==> src/rtl/div_unit_pkg.sv <==
// div_unit_pkg: shared definitions for the iterative RV32M divider.
//   - M-extension funct3 encodings for the divide/remainder group
//   - FSM state encoding for div_unit
//   - op decode helper mapping funct3[1:0] to signedness / quotient-vs-remainder
package div_unit_pkg;

    localparam int XLEN_DEF = 32;

    // Full funct3 values of the divide group. The unit only sees funct3[1:0];
    // bit 2 is implied by the decoder having routed the instruction here.
    localparam logic [2:0] FUNCT3_DIV  = 3'b100;
    localparam logic [2:0] FUNCT3_DIVU = 3'b101;
    localparam logic [2:0] FUNCT3_REM  = 3'b110;
    localparam logic [2:0] FUNCT3_REMU = 3'b111;

    typedef enum logic [1:0] {
        ST_IDLE = 2'b00,
        ST_BUSY = 2'b01,
        ST_DONE = 2'b10
    } div_state_e;

    typedef struct packed {
        logic is_signed;  // DIV / REM
        logic is_rem;     // REM / REMU
    } div_op_t;

    function automatic div_op_t decode_op(input logic [1:0] funct3_lo);
        div_op_t    op;
        logic [2:0] f3;
        f3           = {1'b1, funct3_lo};
        op.is_signed = (f3 == FUNCT3_DIV) || (f3 == FUNCT3_REM);
        op.is_rem    = (f3 == FUNCT3_REM) || (f3 == FUNCT3_REMU);
        return op;
    endfunction

endpackage

==> src/rtl/div_step.sv <==
// div_step: one combinational radix-2 restoring division iteration.
//   rem      in   XLEN  partial remainder (always < divisor)
//   quot     in   XLEN  dividend bits still to be consumed / quotient built so far
//   divisor  in   XLEN  divisor magnitude
//   rem_nxt  out  XLEN  partial remainder after this step
//   quot_nxt out  XLEN  quot shifted left with the new quotient bit in bit 0
module div_step #(
    parameter int XLEN = 32
) (
    input  logic [XLEN-1:0] rem,
    input  logic [XLEN-1:0] quot,
    input  logic [XLEN-1:0] divisor,
    output logic [XLEN-1:0] rem_nxt,
    output logic [XLEN-1:0] quot_nxt
);

    // The shifted remainder can reach 2*divisor-1, so one extra bit is needed;
    // the top bit of the difference is then a clean borrow flag.
    logic [XLEN:0] shifted;
    logic [XLEN:0] diff;

    assign shifted  = {rem, quot[XLEN-1]};
    assign diff     = shifted - {1'b0, divisor};
    assign rem_nxt  = diff[XLEN] ? shifted[XLEN-1:0] : diff[XLEN-1:0];
    assign quot_nxt = {quot[XLEN-2:0], ~diff[XLEN]};

endmodule

==> src/rtl/div_unit.sv <==
// div_unit: iterative restoring divider for RV32M DIV/DIVU/REM/REMU in EX.
//   clk          in   1     clock
//   rst          in   1     asynchronous active-high reset
//   start        in   1     EX holds a divide/remainder op (held while stalled)
//   funct3_lo    in   2     00 DIV, 01 DIVU, 10 REM, 11 REMU
//   rs1_data     in   XLEN  dividend
//   rs2_data     in   XLEN  divisor
//   kill         in   1     abort in-flight op / block acceptance
//   stall        out  1     freeze PC, IF/ID, ID/EX while a divide is in flight
//   result_valid out  1     one-cycle completion pulse
//   result       out  XLEN  quotient or remainder, held until next completion
// Latency: 1 + XLEN stalled cycles for normal ops, 1 for divide-by-zero and
// signed overflow. The DONE cycle is unstalled and ignores start so the held
// instruction is not relaunched.
module div_unit
    import div_unit_pkg::*;
#(
    parameter int XLEN = XLEN_DEF
) (
    input  logic            clk,
    input  logic            rst,
    input  logic            start,
    input  logic [1:0]      funct3_lo,
    input  logic [XLEN-1:0] rs1_data,
    input  logic [XLEN-1:0] rs2_data,
    input  logic            kill,
    output logic            stall,
    output logic            result_valid,
    output logic [XLEN-1:0] result
);

    localparam int CW = $clog2(XLEN);
    localparam logic [XLEN-1:0] INT_MIN = {1'b1, {(XLEN-1){1'b0}}};

    div_state_e state, state_nxt;

    logic [CW-1:0]   cnt;
    logic [XLEN-1:0] rem_q, quot_q, dvsr_q;
    logic [XLEN-1:0] pend_q;    // completed value, exposed during DONE
    logic [XLEN-1:0] result_q;  // last committed value
    logic            is_rem_q, neg_quot_q, neg_rem_q;

    // ------------------------------------------------------------------
    // Operand decode for the acceptance cycle
    // ------------------------------------------------------------------
    div_op_t         op;
    logic            accept;
    logic            a_neg, b_neg;
    logic [XLEN-1:0] a_mag, b_mag;
    logic            div_zero, overflow, special;
    logic [XLEN-1:0] special_val;

    assign op       = decode_op(funct3_lo);
    assign accept   = (state == ST_IDLE) && start && !kill;
    assign a_neg    = op.is_signed && rs1_data[XLEN-1];
    assign b_neg    = op.is_signed && rs2_data[XLEN-1];
    assign a_mag    = a_neg ? -rs1_data : rs1_data;
    assign b_mag    = b_neg ? -rs2_data : rs2_data;
    assign div_zero = (rs2_data == '0);
    assign overflow = op.is_signed && (rs1_data == INT_MIN) && (rs2_data == '1);
    assign special  = div_zero || overflow;

    always_comb begin
        special_val = '0;
        if (div_zero)
            special_val = op.is_rem ? rs1_data : '1;
        else
            special_val = op.is_rem ? '0 : INT_MIN;
    end

    // ------------------------------------------------------------------
    // Iteration datapath
    // ------------------------------------------------------------------
    logic [XLEN-1:0] rem_nxt, quot_nxt;
    logic [XLEN-1:0] quot_fix, rem_fix;

    div_step #(.XLEN(XLEN)) u_step (
        .rem      (rem_q),
        .quot     (quot_q),
        .divisor  (dvsr_q),
        .rem_nxt  (rem_nxt),
        .quot_nxt (quot_nxt)
    );

    assign quot_fix = neg_quot_q ? -quot_nxt : quot_nxt;
    assign rem_fix  = neg_rem_q  ? -rem_nxt  : rem_nxt;

    // ------------------------------------------------------------------
    // FSM: state register
    // ------------------------------------------------------------------
    always_ff @(posedge clk or posedge rst) begin
        if (rst)
            state <= ST_IDLE;
        else
            state <= state_nxt;
    end

    // ------------------------------------------------------------------
    // FSM: next state
    // ------------------------------------------------------------------
    always_comb begin
        state_nxt = state;
        unique case (state)
            ST_IDLE: begin
                if (accept)
                    state_nxt = special ? ST_DONE : ST_BUSY;
            end
            ST_BUSY: begin
                if (kill)
                    state_nxt = ST_IDLE;
                else if (cnt == '0)
                    state_nxt = ST_DONE;
            end
            ST_DONE: state_nxt = ST_IDLE;
            default: state_nxt = ST_IDLE;
        endcase
    end

    // ------------------------------------------------------------------
    // FSM: outputs
    // ------------------------------------------------------------------
    // rst gates stall so the pipeline is released the moment reset asserts,
    // even while a frozen start is still presented.
    always_comb begin
        stall        = !rst && (accept || (state == ST_BUSY));
        result_valid = (state == ST_DONE) && !kill;
        result       = result_valid ? pend_q : result_q;
    end

    // ------------------------------------------------------------------
    // Datapath registers
    // ------------------------------------------------------------------
    always_ff @(posedge clk or posedge rst) begin
        if (rst) begin
            cnt        <= '0;
            rem_q      <= '0;
            quot_q     <= '0;
            dvsr_q     <= '0;
            pend_q     <= '0;
            result_q   <= '0;
            is_rem_q   <= 1'b0;
            neg_quot_q <= 1'b0;
            neg_rem_q  <= 1'b0;
        end else begin
            if (accept) begin
                is_rem_q   <= op.is_rem;
                neg_quot_q <= a_neg ^ b_neg;
                neg_rem_q  <= a_neg;
                dvsr_q     <= b_mag;
                quot_q     <= a_mag;
                rem_q      <= '0;
                cnt        <= CW'(XLEN-1);
                if (special)
                    pend_q <= special_val;
            end else if ((state == ST_BUSY) && !kill) begin
                rem_q  <= rem_nxt;
                quot_q <= quot_nxt;
                cnt    <= cnt - 1'b1;
                if (cnt == '0)
                    pend_q <= is_rem_q ? rem_fix : quot_fix;
            end
            // A kill during DONE leaves the committed result untouched.
            if ((state == ST_DONE) && !kill)
                result_q <= pend_q;
        end
    end

endmodule

==> config.mk <==
export PLATFORM = sky130hd
export DESIGN_NAME = div_unit
export DESIGN_NICKNAME = d
export VERILOG_FILES = /design/src/rtl/div_unit_pkg.sv /design/src/rtl/div_step.sv /design/src/rtl/div_unit.sv
export SDC_FILE = /design/constraint.sdc
export NUM_CORES = 1
export LEC_CHECK = 0
export CAP_MARGIN = 10
export CELL_PAD_IN_SITES_DETAIL_PLACEMENT = 0
export CELL_PAD_IN_SITES_GLOBAL_PLACEMENT = 1
export CORE_MARGIN = 3
export CORE_UTILIZATION = 35
export CTS_CLUSTER_SIZE = 8
export DETAILED_ROUTE_END_ITERATION = 8
export GPL_ROUTABILITY_DRIVEN = 0
export GPL_TIMING_DRIVEN = 0
export PLACE_DENSITY = 0.69
export RECOVER_POWER = 100
export SETUP_SLACK_MARGIN = 0.15
export SYNTH_ARGS = -nofsm -noshare
export SYNTH_HDL_FRONTEND = slang
export SYNTH_SLANG_ARGS = --single-unit
export TNS_END_PERCENT = 50
==> constraint.sdc <==
create_clock -name clk -period 6.78 [get_ports clk]
set_input_delay 1.017 -clock clk [delete_from_list [all_inputs] [get_ports clk]]
set_output_delay 1.017 -clock clk [all_outputs]
set_load 0.05 [all_outputs]
[Word level (Yosys, flattened, before mapping)]
Cells that the tools add are included.
W data, S select, Z words.
Word-level totals
  register bits: 170
  output and inout port bits: 34
  word-level logic and storage cells: 75
Cells by class
  bitwise logic cells: 2
  equality and inequality tests: 9
  mux-type cells: 25
  $add $sub $neg: 6
  reduce and logical (&&, ||, !) cells: 23
Operators by type and width (count)
  $mux W32: 18
  $neg A32 Y32: 4
  $eq A32 B32 Y1 const B: 2
  $sub A33 B32 Y33: 1
  $logic_not A32 Y1: 1
  $mux W5: 2
  $logic_and A1 B1 Y1: 9
  $mux W2: 4
  $eq A2 B2 Y1 const B: 3
  $logic_not A5 Y1: 1
  $sub A5 B1 Y5 const B: 1
  $logic_not A2 Y1: 2
  $logic_or A1 B1 Y1: 4
  $pmux W2 S2: 1
  $reduce_bool A2 Y1: 2
  $ne A3 B3 Y1 const B: 1
  $reduce_and A3 Y1: 1
  $eq A2 B1 Y1 const B: 1
  $logic_not A1 Y1: 2
  $ne A2 B1 Y1 const B: 1
  $ne A2 B2 Y1 const B: 1
  $reduce_and A2 Y1: 1
  $not A1 Y1: 1
  $xor A1 B1 Y1: 1

[Logic depth before layout (Yosys ltp)]
  word-level depth: 8
  gate-level depth with buffers: 23
  mapped depth without buffers: 22

[Hierarchy]
A second synthesis with hierarchy kept.
Unflattened totals
  cells, all modules: 1487
  area total of the unflattened synthesis: 12572.1 sq um
By module, submodules not included
  div_unit: seq. area each 4254.1 sq um, instances 1, area each 10083.4 sq um, cells each 1145
  div_step: seq. area each 0.0 sq um, instances 1, area each 2488.6 sq um, cells each 342

[Worst setup path before layout]
OpenSTA, ideal clock, no wires.
  kind: register -> register
  from: reg quot_q[31]
  to: reg pend_q[28]
  stages on the path, launching flop included: 24
  data required time: 6.714 ns
  arrival time: 4.713 ns
  setup slack: 2.001 ns
  library setup time: 0.066 ns
  clock period less this slack: 4.779 ns
  cell sequence: dfrtp_1 -> inv_1 -> ha_1 -> inv_1 -> fa_1 -> a211oi_2 -> o211ai_1 -> nand3_1 -> a211oi_2 -> nor3_1 -> nor2_1 -> inv_2 -> buf_2 -> buf_1 -> ha_1 -> nand2_1 -> or3_1 -> or2_1 -> nand2b_1 -> o31ai_1 -> xnor2_1 -> o21ai_1 -> a2111oi_0 -> nand2b_1
Between the ends
  word-level cells in the longest chain between the ends: 8
RTL lines
  start, declared: line div_unit.sv:38  | logic [XLEN-1:0] rem_q, quot_q, dvsr_q;
  start signal, assigned: line div_unit.sv:150  | quot_q <= a_mag;
  start signal, assigned: line div_unit.sv:157  | quot_q <= quot_nxt;
  $sub A33 B32 Y33: line div_step.sv:23  | assign diff = shifted - {1'b0, divisor};
  $mux W32 / $not A1 Y1 (equally long branches): line div_step.sv:24, div_step.sv:25
  $neg A32 Y32 (on tied branches): line div_unit.sv:86, div_unit.sv:85
  $mux W32 (on tied branches): line div_unit.sv:86, div_unit.sv:85
  $mux W32 (*): line div_unit.sv:160  | pend_q <= is_rem_q ? rem_fix : quot_fix;
  $mux W32 (*): line div_unit.sv:159  | if (cnt == '0)
  $mux W32 (*): line div_unit.sv:155  | end else if ((state == ST_BUSY) && !kill) begin
  $mux W32 (*): line div_unit.sv:145  | if (accept) begin
  end signal, assigned: line div_unit.sv:154  | pend_q <= special_val;
  end signal, assigned: line div_unit.sv:160
  end, declared: line div_unit.sv:39  | logic [XLEN-1:0] pend_q;
Mark *: on every way between the ends. The rest lies on a longest branch, timed or not. The select of a mux whose other input is x is not followed.
A chain may end at the register's enable or synchronous reset.

[Worst setup path after layout]
  from: reg quot_q[31]
  to: reg pend_q[30]
Same word-level chain as after synthesis.

==> out/qor.yml <==
outcome: "complete, but fails checks"
violations: "max-capacitance violations, max-slew violations"
grt_overflow: 0
globalRouteTotalUtil: 0.245
rsz0062_at_grt: "false"
fin_nets: 1777
ys_types: 86
layout_common_cells: "nand2_1 (229), o21ai_0 (171), dfrtp_1 (170)"
utilization: 0.422
clk_pin_slew_ns: 0.07
worstRegToRegCells: 23
hold_path_depth: 1
fin_cells: 2135
area_growth_pct: 17.1
dp.cells: 2102
die_h_um: 196
place_hpwl_mm: 37.4
crit_fanout: 10
drc: 0
portBuffers: 102
layout_commonest_cell: "nand2_1"
cts_tree: "built"
vdd_drop_max_uv: 218
clock_path_buffers: 2
row_count: 68
finalCritPeriodShare: 0.925
drive_gt1_frac: 0.0488
antenna_found_initial: 0
worst_slew_pin_slew_ns: 3.35
dieArea_um2: 38400
clk_latency_ns: 0.46
netlist_instances: 1544
initial_utilization: 0.360
fp.coreArea_um2: 35100
vias_per_cell: 5.80
via_count: 12383
cts-root-buf: "clkbuf_16"
power.density_nw_per_um2: 410
postRouteWirelength_mm: 47.9
finalClockSkew_ns: 0.0192
die_x_um: 196
fillers: 3673
grt_max_degree: 95
yosys_warnings: 0
grt_pass1_wl_mm: 72.5
leakagePower_nw: 6.16
crit_type: "reg2reg"
cts_sinks: 170
n_antenna_cell: 0
cts_buffers: 17
grt_pass1_vias: 11580
cp-start-kind: "register"
syn_nets: 1654
routedWlPerCell_um: 22.4
cp-end-kind: "register"
synth_edf_count: 0
drtIter0Drc: 1098
cap_violations: 3
relSlewSlack: -1.24
ys.flop_type: "dfrtp_1"
antenna_left: 0
cp.required_ns: 7.15
synth-seq-cells: 170
synth_seq_area_share: 0.337
maxSlewViolCount: 184
multiInputGateArea_um2: 7790
htreeDepth: 4
setup_violations: 0
finalHoldViolCount: 0
worstPathArrival_ns: 6.64
avgSynthCellArea_um2: 8.17
netlist_area_um2: 12600
period_minus_slack_ns: 6.27
drtPass1Iterations: 5
seqCellArea_um2: 4250
max_freq_mhz: 160
hp-class: "reg2reg"
ios: 104
async_reset_ff_frac: 1.00
final cells by class:
class	count	share of cell area
buffer	85	0.0229
clock buffer	17	0.0288
clock inverter	15	0.0113
inverter	53	0.0135
multi-input combinational	1236	0.527
sequential	170	0.288
tap	455	0.0385
timing repair buffer	104	0.0697
stage by stage:
stage               cell area (µm²)  setup TNS (ns)  hold WS [ns]  total power, mW  worst slack [ns]
CTS                           14800               0         0.489             6.04             0.326
global placement              14200         -264.03         0.464             4.99             -1.56
finish                        14800               0         0.486             6.06             0.512
detailed placement            14300               0         0.472             5.02             0.360
global route                  14800               0         0.510             6.46             0.164
floorplan                     12600               0         0.443             3.90              1.16
sequential cells by signal, summed over array words and instances (netlist names):
name	count
neg_rem_q	1
neg_quot_q	1
dvsr_q	32
rem_q	32
state	2
result_q	32
pend_q	32
quot_q	32
is_rem_q	1
cnt	5
cell usage after synthesis (34+ instances only):
master / count / area share
xnor2_1: 76 / 0.053
a31oi_1: 49 / 0.024
nor3_1: 42 / 0.017
mux2_2: 34 / 0.030
inv_1: 51 / 0.015
nand2_1: 229 / 0.068
ha_1: 39 / 0.039
nor2_1: 112 / 0.033
clkbuf_1: 60 / 0.018
dfrtp_1: 170 / 0.34
o21ai_0: 169 / 0.067
a21oi_1: 85 / 0.034
xor2_1: 58 / 0.040
where the power goes:
| group | internal [mW] | switching, mW |
|---|---|---|
| combinational | 1.28 | 2.34 |
| clock | 0.497 | 0.506 |
| sequential | 1.19 | 0.248 |
| total | 2.97 | 3.10 |
metal layers:
metal / vias up / wire, µm / global-route usage
met4: 0 / 415 / 0.0420
met2: 428 / 21400 / 0.374
met1: 6121 / 23000 / 0.372
met3: 27 / 3080 / 0.0352
li1: 5807 / - / -
met5: - / 0 / 0
kinds of logic after synthesis:
kind of cell | synth area share
xor gates and xnor gates | 0.0930
AOI/OAI and AO/OA | 0.236
and+or+nand+nor | 0.200
DFF | 0.337
adders and majority gates | 0.0403
buffers and inverters | 0.0432
muxes | 0.0502
what timing repair did:
action	CTS	global route
hold buffers	0	0
setup buffers	0	0
endpoints found under the setup margin	0	5
gates resized for setup	0	3
worst paths after layout:
path | start | end | slack, ns
min in group asynchronous | rst | rem_q[27] | 2.03
worst min register to register | result_q[22] | result_q[22] | 0.49
worst max-delay path | quot_q[31] | pend_q[30] | 0.51
worst max register to register | quot_q[31] | pend_q[30] | 0.51
worst min-delay path | result_q[22] | result_q[22] | 0.49
max in group asynchronous | rst | dvsr_q[3] | 1.15
critical path, cell delays in order (launching register included):
cell and delay [ns]:
dfrtp_1 0.41, inv_1 0.06, ha_1 0.23, inv_1 0.07
fa_1 0.26, a211oi_2 0.14, o211ai_1 0.32, nand3_1 0.24
a211oi_1 0.55, o21a_1 0.29, nor2_1 0.10, inv_2 0.20
buf_2 0.32, clkbuf_2 0.37, ha_1 0.25, nand2_1 0.13
or3_1 0.43, or2_1 0.30, nand2b_1 0.22, o31ai_1 0.31
xor2_1 0.10, o21ai_0 0.66, a21oi_1 0.09, o21ai_1 0.11
No activity file was read; power rests on OpenSTA's default activity.
==> variant 1, RTL diff (same settings) <==
`XLEN_DEF`: 32 -> 16.
--- a/src/rtl/div_unit_pkg.sv
+++ b/src/rtl/div_unit_pkg.sv
@@ -5,5 +5,5 @@
 package div_unit_pkg;
 
-    localparam int XLEN_DEF = 32;
+    localparam int XLEN_DEF = 16;
 
     // Full funct3 values of the divide group. The unit only sees funct3[1:0];
Ports: changed (resized result, rs1_data and rs2_data); port bits go from 104 to 56. The function was not compared with the original's and may differ.
==> variant 1 against the unedited design <==
Critical endpoint is now pend_q[14]$_DFFE_PP0P_. Synthesized cell count fell by 52%. Power fell by 47%. Largest cell class unchanged. The run still ends with max-capacitance violations, max-slew violations left. Clock skew fell by 0.012 ns. Wire length fell by 58%. Clock power fell by 48%. Synthesized area fell by 50%. Final area fell by 49%. Combinational power fell by 47%. Sequential cell count fell by 81. Sequential power fell by 48%. Setup slack improved by 0.98 ns.
==> variant 1: results (changes against the unedited design) <==
| Metric | Value |
|---|---|
| Worst R2R Path Depth | 17 (-26%) |
| R2R Setup Slk | 1.49 ns (+0.98 ns) |
| Initial DRC count | 377 (-66%) |
| IO buf count | 55 (-46%) |
| Hold_ws | 0.476 ns (-0.00934 ns) |
| Multi-input combinational cell count | 582 (-53%) |
| Max incr delay on CP | 0.54 ns (-0.12 ns) |
| Core box area | 17,500 sq um (-50%) |
| Post-route worst setup slack | 1.49 ns (+0.979 ns) |
| Max Cap Viol | 3 (unchanged) |
| Hold-critical path endpoint | result_q[5]$_DFF_PP0_ |
| Crit path to | pend_q[14]$_DFFE_PP0P_ |
| WL/cell | 19.3 um (-14%) |
| Worst slack, placed | 1.66 ns (+1.30 ns) |
| Seq. cell area | 2230 sq um (-48%) |
| FF-to-FF Start | quot_q[15]$_DFFE_PP0P_ |
| Status | finished, violations left |
| Clock-cell share of area | 4.02% (+0.0089 points) |
| Data buffer area share | 9.05% (-0.21 points) |
| Largest net degree at the start of global routing | 54 (-43%) |
| Share of the yosys chip area belonging to registers | 35.0% (+1.3 points) |
| Crit path DAT | 5.58 ns (-1.06 ns) |
| Cts bufs inserted | 9 (-8) |
| Area after DPL | 7230 sq um (-49%) |
| Vias in the first global route | 5,842 (-50%) |
| Post-DP HPWL | 16,000 um (-57%) |
| Multi-input gate share of total cell area | 51.0% (-1.7 points) |
| Clock buf count | 10 (-7) |
| Failing checks | max-capacitance violations, max-slew violations |
| Via density | 5.69 (-1.8%) |
| Post-synth top cells | o21ai_0 (92), dfrtp_1 (89), nand2_1 (75) |
| Nets | 873 (-51%) |
| Slew HR | -94.3% (+30 points) |
| Maximum VDD drop | 162 uV (-26%) |
| Fraction of layout instances using a drive strength above 1 | 4.53% (-0.35 points) |
| Clk sinks | 89 (-48%) |
| Inst Count DP | 1,026 (-51%) |
| Avg Cell Area, Syn | 8.54 sq um (+4.5%) |
| Slew Limit Fails | 101 (-45%) |
| Crit path max-delay family | simple AND/OR/NAND/NOR gates |
| HP Start | result_q[5]$_DFF_PP0_ |
| H-tree Lvls | 3 (-1) |
| Distinct cells, synth | 74 (-14%) |
| Non-clock inverters | 45 (-15%) |
## variant 1: cells by family (layout without fill, tap and decap cells)
family,Yosys count,after routing,share of synthesized area [%]
adder cells (fa/ha/maj),23,23,4.64
buffers and inverters,74,145,4.68
AO/OA/AOI/OAI,247,247,24.8
XOR/XNOR,59,59,8.12
flip-flops,89,89,35.0
AND/OR/NAND/NOR,220,220,17.2
multiplexers,33,33,5.57
## variant 1: per-layer routing
layer	part of all wire (%)	up-vias	track usage (%)	routed length (um)
li1	-	2843	-	-
met1	46	2867	28.2	9240
met2	46	192	32.6	9160
met3	6.7	25	4.72	1340
met4	1.7	0	5.10	346
met5	0	-	0	0
## variant 1: power by group
group	switching, mW	internal, mW
Combinational	1.20	0.730
Clock	0.227	0.297
Sequential	0.126	0.630
Total	1.56	1.66
==> variant 2, RTL diff (same settings) <==
Without the edit above. Reset style: synchronous (`rst`), changed in 2 clocked blocks. Comments in the files are not updated.
--- a/src/rtl/div_unit.sv
+++ b/src/rtl/div_unit.sv
@@ -89,5 +89,5 @@
     // FSM: state register
     // ------------------------------------------------------------------
-    always_ff @(posedge clk or posedge rst) begin
+    always_ff @(posedge clk) begin
         if (rst)
             state <= ST_IDLE;
@@ -131,5 +131,5 @@
     // Datapath registers
     // ------------------------------------------------------------------
-    always_ff @(posedge clk or posedge rst) begin
+    always_ff @(posedge clk) begin
         if (rst) begin
             cnt        <= '0;
Check against the original RTL: differs if rst is asserted again (counterexample within 4 cycles, from zero or initial values and one cycle with rst high); with rst held inactive, the same outputs for 10 cycles.
==> variant 2 against the unedited design <==
Sequential cell count unchanged. Cell count up 1.9%. First-iteration DRC count grew 15%. Synthesized area down 3.2%. Non-clock buffer count grew 12. Count of clock-buffer cells in the layout grew 4. Critical path depth stayed put. Final area is 2.9% lower. Setup slack got worse by 0.0079 ns. Wire length decreased by 0.32%. Utilization grew 0.086 points. Sequential share of layout area shrank 5.1 points.
Power is not compared: it rests on default switching activity, and its combinational part moved more than twofold at a synthesized area within 25%.
==> variant 2: results (changes against the unedited design) <==
| Metric | Value |
|---|---|
| Status | finished clean |
| Avg Cell Area, Syn | 7.67 sq um (-6.1%) |
| Multiplexer area fraction after synthesis | 6.41% (+1.4 points) |
| WL/cell | 21.9 um (-2.2%) |
| Fraction of area in registers | 23.7% (-5.1 points) |
| Routed wl met2 | 21,300 um (-0.33%) |
| IO buf count | 101 (-0.98%) |
| Clock buf count | 21 (+4) |
| Area of the multi-input gates | 8210 sq um (+5.4%) |
| Distinct cells, synth | 69 (-20%) |
| P&R area growth vs syn | 17.5% |
| Via count | 12,575 (+1.6%) |
| Max incr delay on CP | 0.56 ns (-0.10 ns) |
| Max Cap Viol | 0 (-3) |
| Worst-margin pin slew | 1.24 ns (-2.10 ns) |
| Clock-cell share of area | 3.90% (-0.11 points) |
| Nets | 1,824 (+2.6%) |
| Initial antenna violation count | 1 (+1) |
| Multi-input combinational cell count | 1,271 (+2.8%) |
| Cell Count, Final, Fillers Out | 2,175 (+1.9%) |
| Vias in the first global route | 11,876 (+2.6%) |
| Clk_skew | 0.0125 ns (-0.00661 ns) |
| XOR/XNOR Fraction of Synth Area | 9.47% (+0.17 points) |
| Syn Nets | 1,702 (+2.9%) |
| WL met1 | 22,600 um (-1.6%) |
| Multi-input gate share of total cell area | 57.3% (+4.5 points) |
| Initial DRC count | 1,264 (+15%) |
| Slowest stage cell on the critical path | clkbuf_1 |
| Worst slack, placed | 0.674 ns (+0.314 ns) |
| Fraction of layout instances using a drive strength above 1 | 4.05% (-0.83 points) |
| FF-to-FF Start | quot_q[31]$_SDFFE_PP0P_ |
| Post-layout util | 42.2% (+0.086 points) |
| Post-DP HPWL | 38,200 um (+1.9%) |
| Synth Flop Type | dfxtp_1 |
| Crit path DAT | 6.61 ns (-0.03 ns) |
| Non-clk bufs | 201 (+6.3%) |
| Area fraction in compound gates after synthesis | 26.0% (+2.3 points) |
| Share of the yosys chip area belonging to registers | 27.9% (-5.8 points) |
variant 2: cell count changes after synthesis, sizes merged, moves of 11 or more:
cell | unedited run | this run
a211oi | 13 | 59
nor2b | 6 | 46
a22oi | 5 | 31
dfrtp | 170 | 0
a21oi | 85 | 139
nand2 | 229 | 148
a31oi | 49 | 16
o21ai | 176 | 101
clkbuf | 62 | 82
nor2 | 112 | 158
o221ai | 1 | 12
dfxtp | 0 | 170
variant 2: worst paths after layout:
| path | to | slack (ns) | cells after the start |
|---|---|---|---|
| min reg2reg | dvsr_q[21]$_SDFFE_PP0P_ | 0.46 | 2 |
| max reg2reg | pend_q[30]$_SDFFE_PP0P_ | 0.50 | 23 |
| max | pend_q[30]$_SDFFE_PP0P_ | 0.50 | 23 |
| min | dvsr_q[21]$_SDFFE_PP0P_ | 0.46 | 2 |
variant 2: per-layer routing:
layer	global-route usage, %	vias up
li1	-	6034
met1	37.0	6079
met2	40.7	409
met3	3.38	53
met4	5.74	0
met5	0	-
